===== src/rtl/mem_port_arbiter.sv =====
// Arbitrates the shared main-memory port between icache fills and the dcache.
// Tracks outstanding load tags in an owner table and routes tagged responses back to the requester.
module mem_port_arbiter #(
  parameter int unsigned TAG_W        = 4,
  parameter int unsigned ADDR_W       = 32,
  parameter int unsigned DATA_W       = 64,
  parameter int unsigned STARVE_LIMIT = 8
) (
  input  logic              clock,
  input  logic              reset,
  input  logic              ic_req_valid,
  input  logic [ADDR_W-1:0] ic_req_addr,
  output logic              ic_req_ready,
  input  logic              ic_squash,
  output logic              ic_resp_valid,
  output logic [ADDR_W-1:0] ic_resp_addr,
  output logic [DATA_W-1:0] ic_resp_data,
  input  logic              dc_req_valid,
  input  logic              dc_req_store,
  input  logic [ADDR_W-1:0] dc_req_addr,
  input  logic [DATA_W-1:0] dc_req_data,
  output logic              dc_req_ready,
  output logic              dc_resp_valid,
  output logic [ADDR_W-1:0] dc_resp_addr,
  output logic [DATA_W-1:0] dc_resp_data,
  output logic [1:0]        mem_cmd,
  output logic [ADDR_W-1:0] mem_addr,
  output logic [DATA_W-1:0] mem_wdata,
  input  logic [TAG_W-1:0]  mem_accept_tag,
  input  logic [TAG_W-1:0]  mem_resp_tag,
  input  logic [DATA_W-1:0] mem_resp_data
);

  localparam int unsigned ENTRIES = 2 ** TAG_W;
  localparam int unsigned CNT_W   = $clog2(STARVE_LIMIT + 1);
  localparam logic [CNT_W-1:0] LIMIT = CNT_W'(STARVE_LIMIT);

  typedef enum logic [1:0] {
    CMD_NONE  = 2'b00,
    CMD_LOAD  = 2'b01,
    CMD_STORE = 2'b10
  } cmd_e;

  typedef enum logic {
    OWN_DC = 1'b0,
    OWN_IC = 1'b1
  } owner_e;

  logic              tbl_valid    [ENTRIES];
  owner_e            tbl_owner    [ENTRIES];
  logic              tbl_squashed [ENTRIES];
  logic [ADDR_W-1:0] tbl_addr     [ENTRIES];

  logic [CNT_W-1:0]  starve_cnt;
  logic              ic_eligible;
  logic              force_ic;
  logic              grant_ic;
  logic              grant_dc;
  logic              accepted;
  logic              alloc;
  owner_e            alloc_owner;
  logic [ADDR_W-1:0] alloc_addr;
  logic              resp_hit;
  cmd_e              cmd;

  always_comb begin
    ic_eligible  = ic_req_valid && !ic_squash;
    force_ic     = (starve_cnt == LIMIT) && ic_eligible;
    grant_ic     = !reset && ic_eligible && (force_ic || !dc_req_valid);
    grant_dc     = !reset && dc_req_valid && !force_ic;
    accepted     = mem_accept_tag != '0;
    ic_req_ready = grant_ic && accepted;
    dc_req_ready = grant_dc && accepted;

    cmd       = CMD_NONE;
    mem_addr  = '0;
    mem_wdata = '0;
    if (grant_dc) begin
      cmd       = dc_req_store ? CMD_STORE : CMD_LOAD;
      mem_addr  = dc_req_addr;
      mem_wdata = dc_req_data;
    end else if (grant_ic) begin
      cmd      = CMD_LOAD;
      mem_addr = ic_req_addr;
    end
    mem_cmd = cmd;

    alloc       = ic_req_ready || (dc_req_ready && !dc_req_store);
    alloc_owner = ic_req_ready ? OWN_IC : OWN_DC;
    alloc_addr  = ic_req_ready ? ic_req_addr : dc_req_addr;
    resp_hit    = (mem_resp_tag != '0) && tbl_valid[mem_resp_tag];
  end

  always_ff @(posedge clock) begin
    if (reset) begin
      for (int unsigned i = 0; i < ENTRIES; i++) begin
        tbl_valid[TAG_W'(i)]    <= 1'b0;
        tbl_owner[TAG_W'(i)]    <= OWN_DC;
        tbl_squashed[TAG_W'(i)] <= 1'b0;
        tbl_addr[TAG_W'(i)]     <= '0;
      end
      starve_cnt    <= '0;
      ic_resp_valid <= 1'b0;
      ic_resp_addr  <= '0;
      ic_resp_data  <= '0;
      dc_resp_valid <= 1'b0;
      dc_resp_addr  <= '0;
      dc_resp_data  <= '0;
    end else begin
      ic_resp_valid <= 1'b0;
      dc_resp_valid <= 1'b0;

      if (!ic_req_valid || ic_req_ready)
        starve_cnt <= '0;
      else if (starve_cnt != LIMIT)
        starve_cnt <= starve_cnt + CNT_W'(1);

      if (ic_squash) begin
        for (int unsigned i = 0; i < ENTRIES; i++) begin
          if (tbl_valid[TAG_W'(i)] && tbl_owner[TAG_W'(i)] == OWN_IC)
            tbl_squashed[TAG_W'(i)] <= 1'b1;
        end
      end

      // A same-cycle squash also kills an icache response arriving now.
      if (resp_hit) begin
        tbl_valid[mem_resp_tag] <= 1'b0;
        if (tbl_owner[mem_resp_tag] == OWN_DC) begin
          dc_resp_valid <= 1'b1;
          dc_resp_addr  <= tbl_addr[mem_resp_tag];
          dc_resp_data  <= mem_resp_data;
        end else if (!tbl_squashed[mem_resp_tag] && !ic_squash) begin
          ic_resp_valid <= 1'b1;
          ic_resp_addr  <= tbl_addr[mem_resp_tag];
          ic_resp_data  <= mem_resp_data;
        end
      end

      // Allocation is written last so it overrides a same-tag free.
      if (alloc) begin
        assert (!tbl_valid[mem_accept_tag] || (mem_resp_tag == mem_accept_tag));
        tbl_valid[mem_accept_tag]    <= 1'b1;
        tbl_owner[mem_accept_tag]    <= alloc_owner;
        tbl_squashed[mem_accept_tag] <= 1'b0;
        tbl_addr[mem_accept_tag]     <= alloc_addr;
      end
    end
  end

endmodule


===== config.mk =====
export PLATFORM = sky130hd
export DESIGN_NAME = mem_port_arbiter
export DESIGN_NICKNAME = d
export VERILOG_FILES = /design/src/rtl/mem_port_arbiter.sv
export SDC_FILE = /design/constraint.sdc
export NUM_CORES = 1
export LEC_CHECK = 0
export BUFFER_PORTS_ARGS = -buffer_cell sky130_fd_sc_hd__buf_2
export CAP_MARGIN = 5
export CORE_UTILIZATION = 60
export DETAILED_ROUTE_END_ITERATION = 16
export GPL_ROUTABILITY_DRIVEN = 0
export PLACE_DENSITY_LB_ADDON = 0.3
export SLEW_MARGIN = 40
export SYNTH_ARGS = -nofsm -noshare
export SYNTH_HDL_FRONTEND = slang
export SYNTH_SLANG_ARGS = --single-unit

===== constraint.sdc =====
create_clock -name clock -period 6.9 [get_ports clock]
set_input_delay 0.345 -clock clock [delete_from_list [all_inputs] [get_ports clock]]
set_output_delay 0.345 -clock clock [all_outputs]
set_load 0.05 [all_outputs]

* After elaboration in Yosys (flattened, before gate mapping)
Memories as Yosys holds them, arrays and structs flattened. Cells that the tools add are included.
Word-level totals: bits in registers 198, bits in latches 0, RAM bits 560, memory bits (read-only) 0, output and inout bits 294, logic and storage cells 190, memories kept 4
Cells by class: add/sub/neg operators 1, multiply operators 0, div/mod/pow operators 0, order comparisons 0, eq/ne operators 2, shift-type cells 0, muxes and demuxes 110, bitwise logic cells 18, reductions and logical operators 48
Memories:
- tbl_addr | words 16, bits a word 32, read ports 1, clocked after memory_dff 0, wr ports 16, RTL line 52 | logic [ADDR_W-1:0] tbl_addr [ENTRIES];
- tbl_owner | words 16, bits a word 1, read ports 17, clocked after memory_dff 0, wr ports 16, RTL line 50 | owner_e tbl_owner [ENTRIES];
- tbl_squashed | words 16, bits a word 1, read ports 1, clocked after memory_dff 0, wr ports 17, RTL line 51 | logic tbl_squashed [ENTRIES];
- tbl_valid | words 16, bits a word 1, read ports 17, clocked after memory_dff 0, wr ports 16, RTL line 49 | logic tbl_valid [ENTRIES];
Operators with widths (number):
- 32-bit two-way mux | 4
- 1-bit two-way mux | 99
- 64-bit two-way mux | 1
- 32-bit OR reduction | 1
- 1-bit logical AND | 27
- 4-bit two-way mux | 4
- 1-bit bitwise OR | 16
- 4-bit nonzero test | 2
- 1-bit zero test | 7
- 4-bit by 1-bit adder with 4-bit output, second input constant | 1
- 4-bit equality test, second input constant | 1
- 2-bit two-way mux | 2
- 4-bit inequality test, second input constant | 1
- 2-bit OR reduction | 2
- 1-bit logical OR | 3
- 3-bit AND reduction | 1
- 1-bit OR reduction | 3
- 3-bit OR reduction | 1
- 1-bit inverter | 2
- 2-bit AND reduction | 1

* Logic depth before layout (Yosys ltp)
Gate-level depths: netlist of run 1.
depth after elaboration 13, mapped depth 10, gate-level depth less buffers 8

* Least setup slack after synthesis of run 1
OpenSTA, ideal clock, no wires.
kind register to register, start point register starve_cnt[0], end point memory tbl_addr[2][0], enable pin, library setup time 391 ps, arrival time 2748 ps, data required time 6509 ps, setup slack 3761 ps, cell stages (with the launch flop) 11, buffers on the path 3, period minus slack after synthesis 3139 ps, cells stage by stage dfxtp_1 > inv_1 > ha_1 > nand3b_1 > a211oi_2 > a21o_1 > buf_2 > buf_2 > nand3_1 > clkbuf_1 > nand2_1
RTL lines:
- from (decl) | RTL line 54 | logic [CNT_W-1:0] starve_cnt;
- from (signal assigned) | RTL line 116 | starve_cnt <= starve_cnt + CNT_W'(1);
- to (decl) | RTL line 52

==> flow_metrics.env, run 1 <==
export IMPL_antenna_found_initial=8
export IMPL_finalCriticalPeriod_ps=4310
export IMPL_grt_max_degree=194
export IMPL_htreeDepth=3
export IMPL_cts_made_buffers=73
export IMPL_clock_latency_ps=620
export IMPL_synth_top_cells_by_area="edfxtp_1 48%, dfxtp_1 14%, mux4_2 12%, nor2_1 5.8%, a21oi_1 3.0%"
export IMPL_setup_viol=0
export IMPL_die_w_um=236
export IMPL_avgRoutedWirePerCell_um=23.9
export IMPL_slew_headroom=0.380
export IMPL_synth_area_mm2=0.0329
export IMPL_synthCells=2572
export IMPL_synth_mux_area_frac=0.131
export IMPL_rsz0062_at_grt="false"
export IMPL_critPathTopFamily="buffers and inverters"
export IMPL_cts_tree="built"
export IMPL_fmax_mhz=232
export IMPL_powerDensity_mw_per_mm2=259
export IMPL_regArea_mm2=0.0205
export IMPL_fin_setup_tns_ps=0
export IMPL_synth_edf_count=528
export IMPL_final_max_slew_violation_count=0
export IMPL_dr_pass1_iters=9
export IMPL_synthDistinctLibCells=50
export IMPL_routed_wl_um=90400
export IMPL_post_cts_buffers=0
export IMPL_initial_utilization=0.609
export IMPL_drv_cap=0
export IMPL_synth_xor_area_frac=0.000800
export IMPL_core_area_mm2=0.0539
export IMPL_cts_sinks=758
export IMPL_power_mw=9.99
export IMPL_multi_input_area_mm2=0.0113
export IMPL_crit_fanout=34
export IMPL_crit_start="starve_cnt[0]$_SDFFE_PP0P_"
export IMPL_num_rows=85
export IMPL_async_reset_ff_frac=0
export IMPL_io_buffers=499
export IMPL_fin_nets=3230
export IMPL_setup_worst_path_end_class="register"
export IMPL_critical_path_arrival_ps=4570
export IMPL_drive_above_1_share=0.284
export IMPL_hold_violations=0
export IMPL_min_from="mem_resp_data[29]"
export IMPL_critPathMaxStageDelay_ps=660
export IMPL_grt_overflow=0
export IMPL_timing_final_crit_share=0.624
export IMPL_outcome="complete, no violations"
export IMPL_hold_class="input pin to register"
export IMPL_drc=0
export IMPL_r2r_setup_slack_ps=2590
export IMPL_clockBufferDepth=3
export IMPL_ys_ff_latch=758
export IMPL_ant_nets=0
export IMPL_pin_count=500
export IMPL_vias_per_cell=6.39
export IMPL_r2r_start="starve_cnt[0]$_SDFFE_PP0P_"
export IMPL_synth_avg_cell_area_um2=12.8
export IMPL_ys_seq_area_frac=0.623
export IMPL_fillers=3425
export IMPL_grt_total_usage=0.322
export IMPL_worstPathCellList="inv_1 > ha_1 > nand3b_1 > a211oi_4 > buf_4 > a21o_1 > nand3_1 > buf_4 > nand2_1 > buf_4"
export IMPL_ctsResizeCount=0
export IMPL_vias=24100
export IMPL_criticalPathCategory="register to register"
export IMPL_path_buf_inv=4
export IMPL_slowest_stage="a21o_1"
export IMPL_peakVddDrop_uv=211
export IMPL_cp_start_kind="register"
export IMPL_crit_required_ps=7170
export IMPL_root_buffer="clkbuf_16"
export IMPL_grt_pass1_wl_um=137000
export IMPL_finClkSkew_ps=27.3
export IMPL_yosys_area_share_simple=0.115
export IMPL_ys_warn_count=0
export IMPL_final_cell_mix="528 x edfxtp_1, 507 x nor2_1, 496 x buf_2"
export IMPL_yosys_area_top_type="edfxtp_1"
export IMPL_layout_commonest_cell="edfxtp_1"
export IMPL_tightestPinTransition_ps=930
export IMPL_drtIter0Drc=3173
export IMPL_synth_compound_area_share=0.0885
export IMPL_p_leak_nw=14.9
export IMPL_synth_top_family_by_area="multiplexers"
export IMPL_die_y_um=236
export IMPL_crit_top_cell="buf_4"
export IMPL_synthFlopType="edfxtp_1"
export IMPL_dp_hpwl_um=57500
export IMPL_die_area_mm2=0.0557
export IMPL_syn_to_final_growth_pct=17.4
export IMPL_synth_fa_ha_area_frac=0.000762
export IMPL_yosysTopAreaCellShare=0.483
export IMPL_first_global_vias=23200
export IMPL_path_clk_slew_ps=70
## power breakdown
group,internal (mW),switching [mW]
Sequential,5.01,0.0575
Combinational,0.347,0.787
Clock,2.13,1.65
Total,7.49,2.49
## stage by stage
stage | util | hold WS (ps) | cells | cell area (µm²) | setup WS, ps
finish | 0.715 | 23.4 | 3773 | 38600 | 2590
floorplan | - | 432 | 2604 | 33000 | 3760
global route | 0.715 | 17.3 | 3771 | 38600 | 2310
CTS | 0.715 | 0.559 | 3768 | 38600 | 2620
detailed placement | 0.663 | 457 | 3587 | 35800 | 2680
global placement | 0.661 | 450 | 3585 | 35700 | 2590
## cells in the mapped netlist (all sizes together), types with 36 or more instances
| library cell | n |
|---|---|
| clkbuf | 129 |
| buf | 151 |
| mux4 | 170 |
| nor2 | 507 |
| nand2 | 36 |
| dfxtp | 230 |
| nand4 | 101 |
| a21oi | 194 |
| and2 | 65 |
| o31ai | 96 |
| o21ai | 98 |
| nand3 | 110 |
| edfxtp | 528 |
## metal layers
metal | GRT usage | routed length [µm]
met1 | 0.448 | 34000
met2 | 0.508 | 43000
met3 | 0.0758 | 11100
met4 | 0.0982 | 2240
met5 | 0 | 46
## layout make-up
type	count	area share
repair buffers	623	0.0954
clock inverters	22	0.00373
clock buffers	103	0.0538
inverters	7	0.000681
well taps	696	0.0226
diodes	5	0.000324
flip-flops and latches	758	0.530
multi-input cells	1559	0.293
## what timing repair did
item	4_1_cts	5_1_grt
endpoints found under the setup margin	0	0
hold endpoints to repair	92	0
hold buffers	56	0
## sequential cells by signal, summed over array words and instances (netlist names)
| name | cells |
|---|---|
| tbl_squashed | 16 |
| ic_resp_valid | 1 |
| ic_resp_addr | 32 |
| dc_resp_addr | 32 |
| dc_resp_data | 64 |
| tbl_valid | 16 |
| tbl_owner | 16 |
| ic_resp_data | 64 |
| tbl_addr | 512 |
| dc_resp_valid | 1 |
| starve_cnt | 4 |
## worst min-delay path, cell delays in order
cell     delay, ps
buf_2          110
nand4_1         70
a21oi_1         60
## final timing paths
path	endpoint	cells after the start
worst min-delay path	ic_resp_data[29]$_SDFFE_PP0P_	3
worst max-delay path	tbl_addr[10][6]$_SDFFCE_PN0P_	10
worst max register to register	tbl_addr[10][6]$_SDFFCE_PN0P_	10
worst min register to register	ic_resp_addr[11]$_SDFFE_PP0P_	2
## kinds of logic (layout without fill, tap and decap cells)
kind of cell    after synthesis  count (layout)
mux                         206             206
buf+inv                     287             755
compound gates              473             473
flops                       758             758
other cells                   1              38
simple gates                842             842
xor+xnor                      3               3
fa+ha+maj                     2               2
No activity file was read; power rests on OpenSTA's default activity.
==> inputs of run 2 (changes only) <==
- CORE_UTILIZATION: 60 -> 52
- clock period: 6.9 -> 3.8 ns (I/O delays scaled with it)
==> flow_metrics.env, run 2 (synthesized netlist as in run 1, its figures left out) <==
export IMPL_outcome="complete, no violations"
export IMPL_drc=0
export IMPL_antenna_found_initial=2
export IMPL_r2r_start="starve_cnt[0]$_SDFFE_PP0P_"
export IMPL_root_buffer="clkbuf_16"
export IMPL_hold_violations=0
export IMPL_finClkSkew_ps=21.9
export IMPL_r2r_cells=9
export IMPL_setup_worst_path_end_class="output port"
export IMPL_powerDensity_mw_per_mm2=476
export IMPL_cts_sinks=758
export IMPL_drv_cap=0
export IMPL_largest_register="tbl_addr"
export IMPL_core_area_mm2=0.0621
export IMPL_p_leak_nw=15.1
export IMPL_fin_ws_ps=597
export IMPL_htreeDepth=3
export IMPL_drive_above_1_share=0.287
export IMPL_largest_register_ffs=512
export IMPL_place_area_mm2=0.0361
export IMPL_routed_wl_um=95000
export IMPL_cts_made_buffers=76
export IMPL_num_rows=91
export IMPL_multi_input_area_mm2=0.0112
export IMPL_hold_path_end="tbl_addr[6][9]$_SDFFCE_PN0P_"
export IMPL_initial_utilization=0.530
export IMPL_grt_total_usage=0.293
export IMPL_crit_start="starve_cnt[0]$_SDFFE_PP0P_"
export IMPL_power_mw=18.6
export IMPL_crit_required_ps=3610
export IMPL_first_global_vias=23700
export IMPL_hold_buffers=65
export IMPL_tightestPinTransition_ps=899
export IMPL_dr_pass1_iters=9
export IMPL_r2r_setup_slack_ps=730
export IMPL_clock_latency_ps=630
export IMPL_setup_viol=0
export IMPL_pin_count=500
export IMPL_critical_path_arrival_ps=3010
export IMPL_timing_final_crit_share=0.843
export IMPL_path_clk_slew_ps=60
export IMPL_regArea_mm2=0.0205
export IMPL_finalCriticalPeriod_ps=3200
export IMPL_hold_worst_slack_ps=34.9
export IMPL_syn_to_final_growth_pct=19.2
export IMPL_grt_overflow=0
export IMPL_vias_per_cell=6.13
export IMPL_final_max_slew_violation_count=0
export IMPL_ant_nets=0
export IMPL_hold_class="input pin to register"
export IMPL_drtIter0Drc=3109
export IMPL_peakVddDrop_uv=279
export IMPL_fin_setup_tns_ps=0
export IMPL_avgRoutedWirePerCell_um=24.1
export IMPL_final_util=0.631
export IMPL_cp_start_kind="register"
export IMPL_criticalPathCategory="register to output port"
export IMPL_die_w_um=253
export IMPL_final_cell_mix="528 x edfxtp_1, 507 x nor2_1, 496 x buf_2"
export IMPL_fin_area_mm2=0.0392
export IMPL_crit_fanout=16
export IMPL_dp_hpwl_um=57700
export IMPL_io_buffers=499
export IMPL_clockBufferDepth=3
export IMPL_die_area_mm2=0.0642
export IMPL_grt_max_degree=195
export IMPL_regToRegEndpoint="tbl_addr[3][26]$_SDFFCE_PN0P_"
export IMPL_min_from="ic_req_addr[9]"
export IMPL_final_cells=3951
export IMPL_grt_pass1_wl_um=142000
export IMPL_die_y_um=253
export IMPL_hold_depth=3
export IMPL_slew_headroom=0.401
export IMPL_fillers=4556
export IMPL_place_ws_ps=780
export IMPL_layout_commonest_cell="edfxtp_1"
export IMPL_fmax_mhz=312
export IMPL_ctsResizeCount=0
export IMPL_dp_cells=3749
export IMPL_vias=24200
export IMPL_largestRegisters="tbl_addr: 512 flops, dc_resp_data: 64 flops, ic_resp_data: 64 flops"
export IMPL_rsz0062_at_grt="false"
export IMPL_post_cts_buffers=0
export IMPL_fin_nets=3263
export IMPL_cts_tree="built"
-- run 2: cell count changes in the layout (fill, tap and decap cells not counted), sizes merged --
cell,before,now
buf,565,586
bufinv,1,6
clkbuf,105,97
clkinv,18,27
clkinvlp,0,4
diode,5,1
dlygate4sd3,56,65
inv,10,11
-- run 2: worst max path at each step --
stage | slack, ps | endpoint
2_1_floorplan | 660 | tbl_addr[2][0]$_SDFFCE_PN0P_
3_3_place_gp | 860 | tbl_addr[1][26]$_SDFFCE_PN0P_
3_5_place_dp | 780 | tbl_addr[3][26]$_SDFFCE_PN0P_
4_1_cts | 560 | mem_addr[30]
5_1_grt | 440 | mem_addr[30]
6_report | 600 | mem_cmd[0]
-- run 2: report_power, final --
| part | switching [mW] | internal (mW) | leakage (nW) |
|---|---|---|---|
| logic | 1.45 | 0.661 | 6.57 |
| registers | 0.0948 | 9.10 | 7.34 |
| clock network | 3.14 | 4.18 | 1.17 |
-- run 2: metal layers --
metal,vias to the layer above,wire (µm),track usage
li1,10600,-,-
met1,12100,35600,0.380
met2,1391,46100,0.483
met3,192,10500,0.0699
met4,4,2880,0.0971
met5,-,23,0
-- run 2: cell type report --
class                   count  share of cell area
diodes                      1           0.0000639
clock buffers              95              0.0514
clock inverters            41             0.00987
inverters                   7            0.000671
multi-input cells        1559               0.287
flip-flops and latches    758               0.522
well taps                 837              0.0267
repair buffers            653               0.102
-- run 2: critical path, stage by stage, from the launching register on --
cell and delay (ps):
dfxtp_1 350, inv_1 80, ha_1 140, nand3b_1 270, a211oi_4 500, a21o_1 430, buf_4 300, buf_2 310
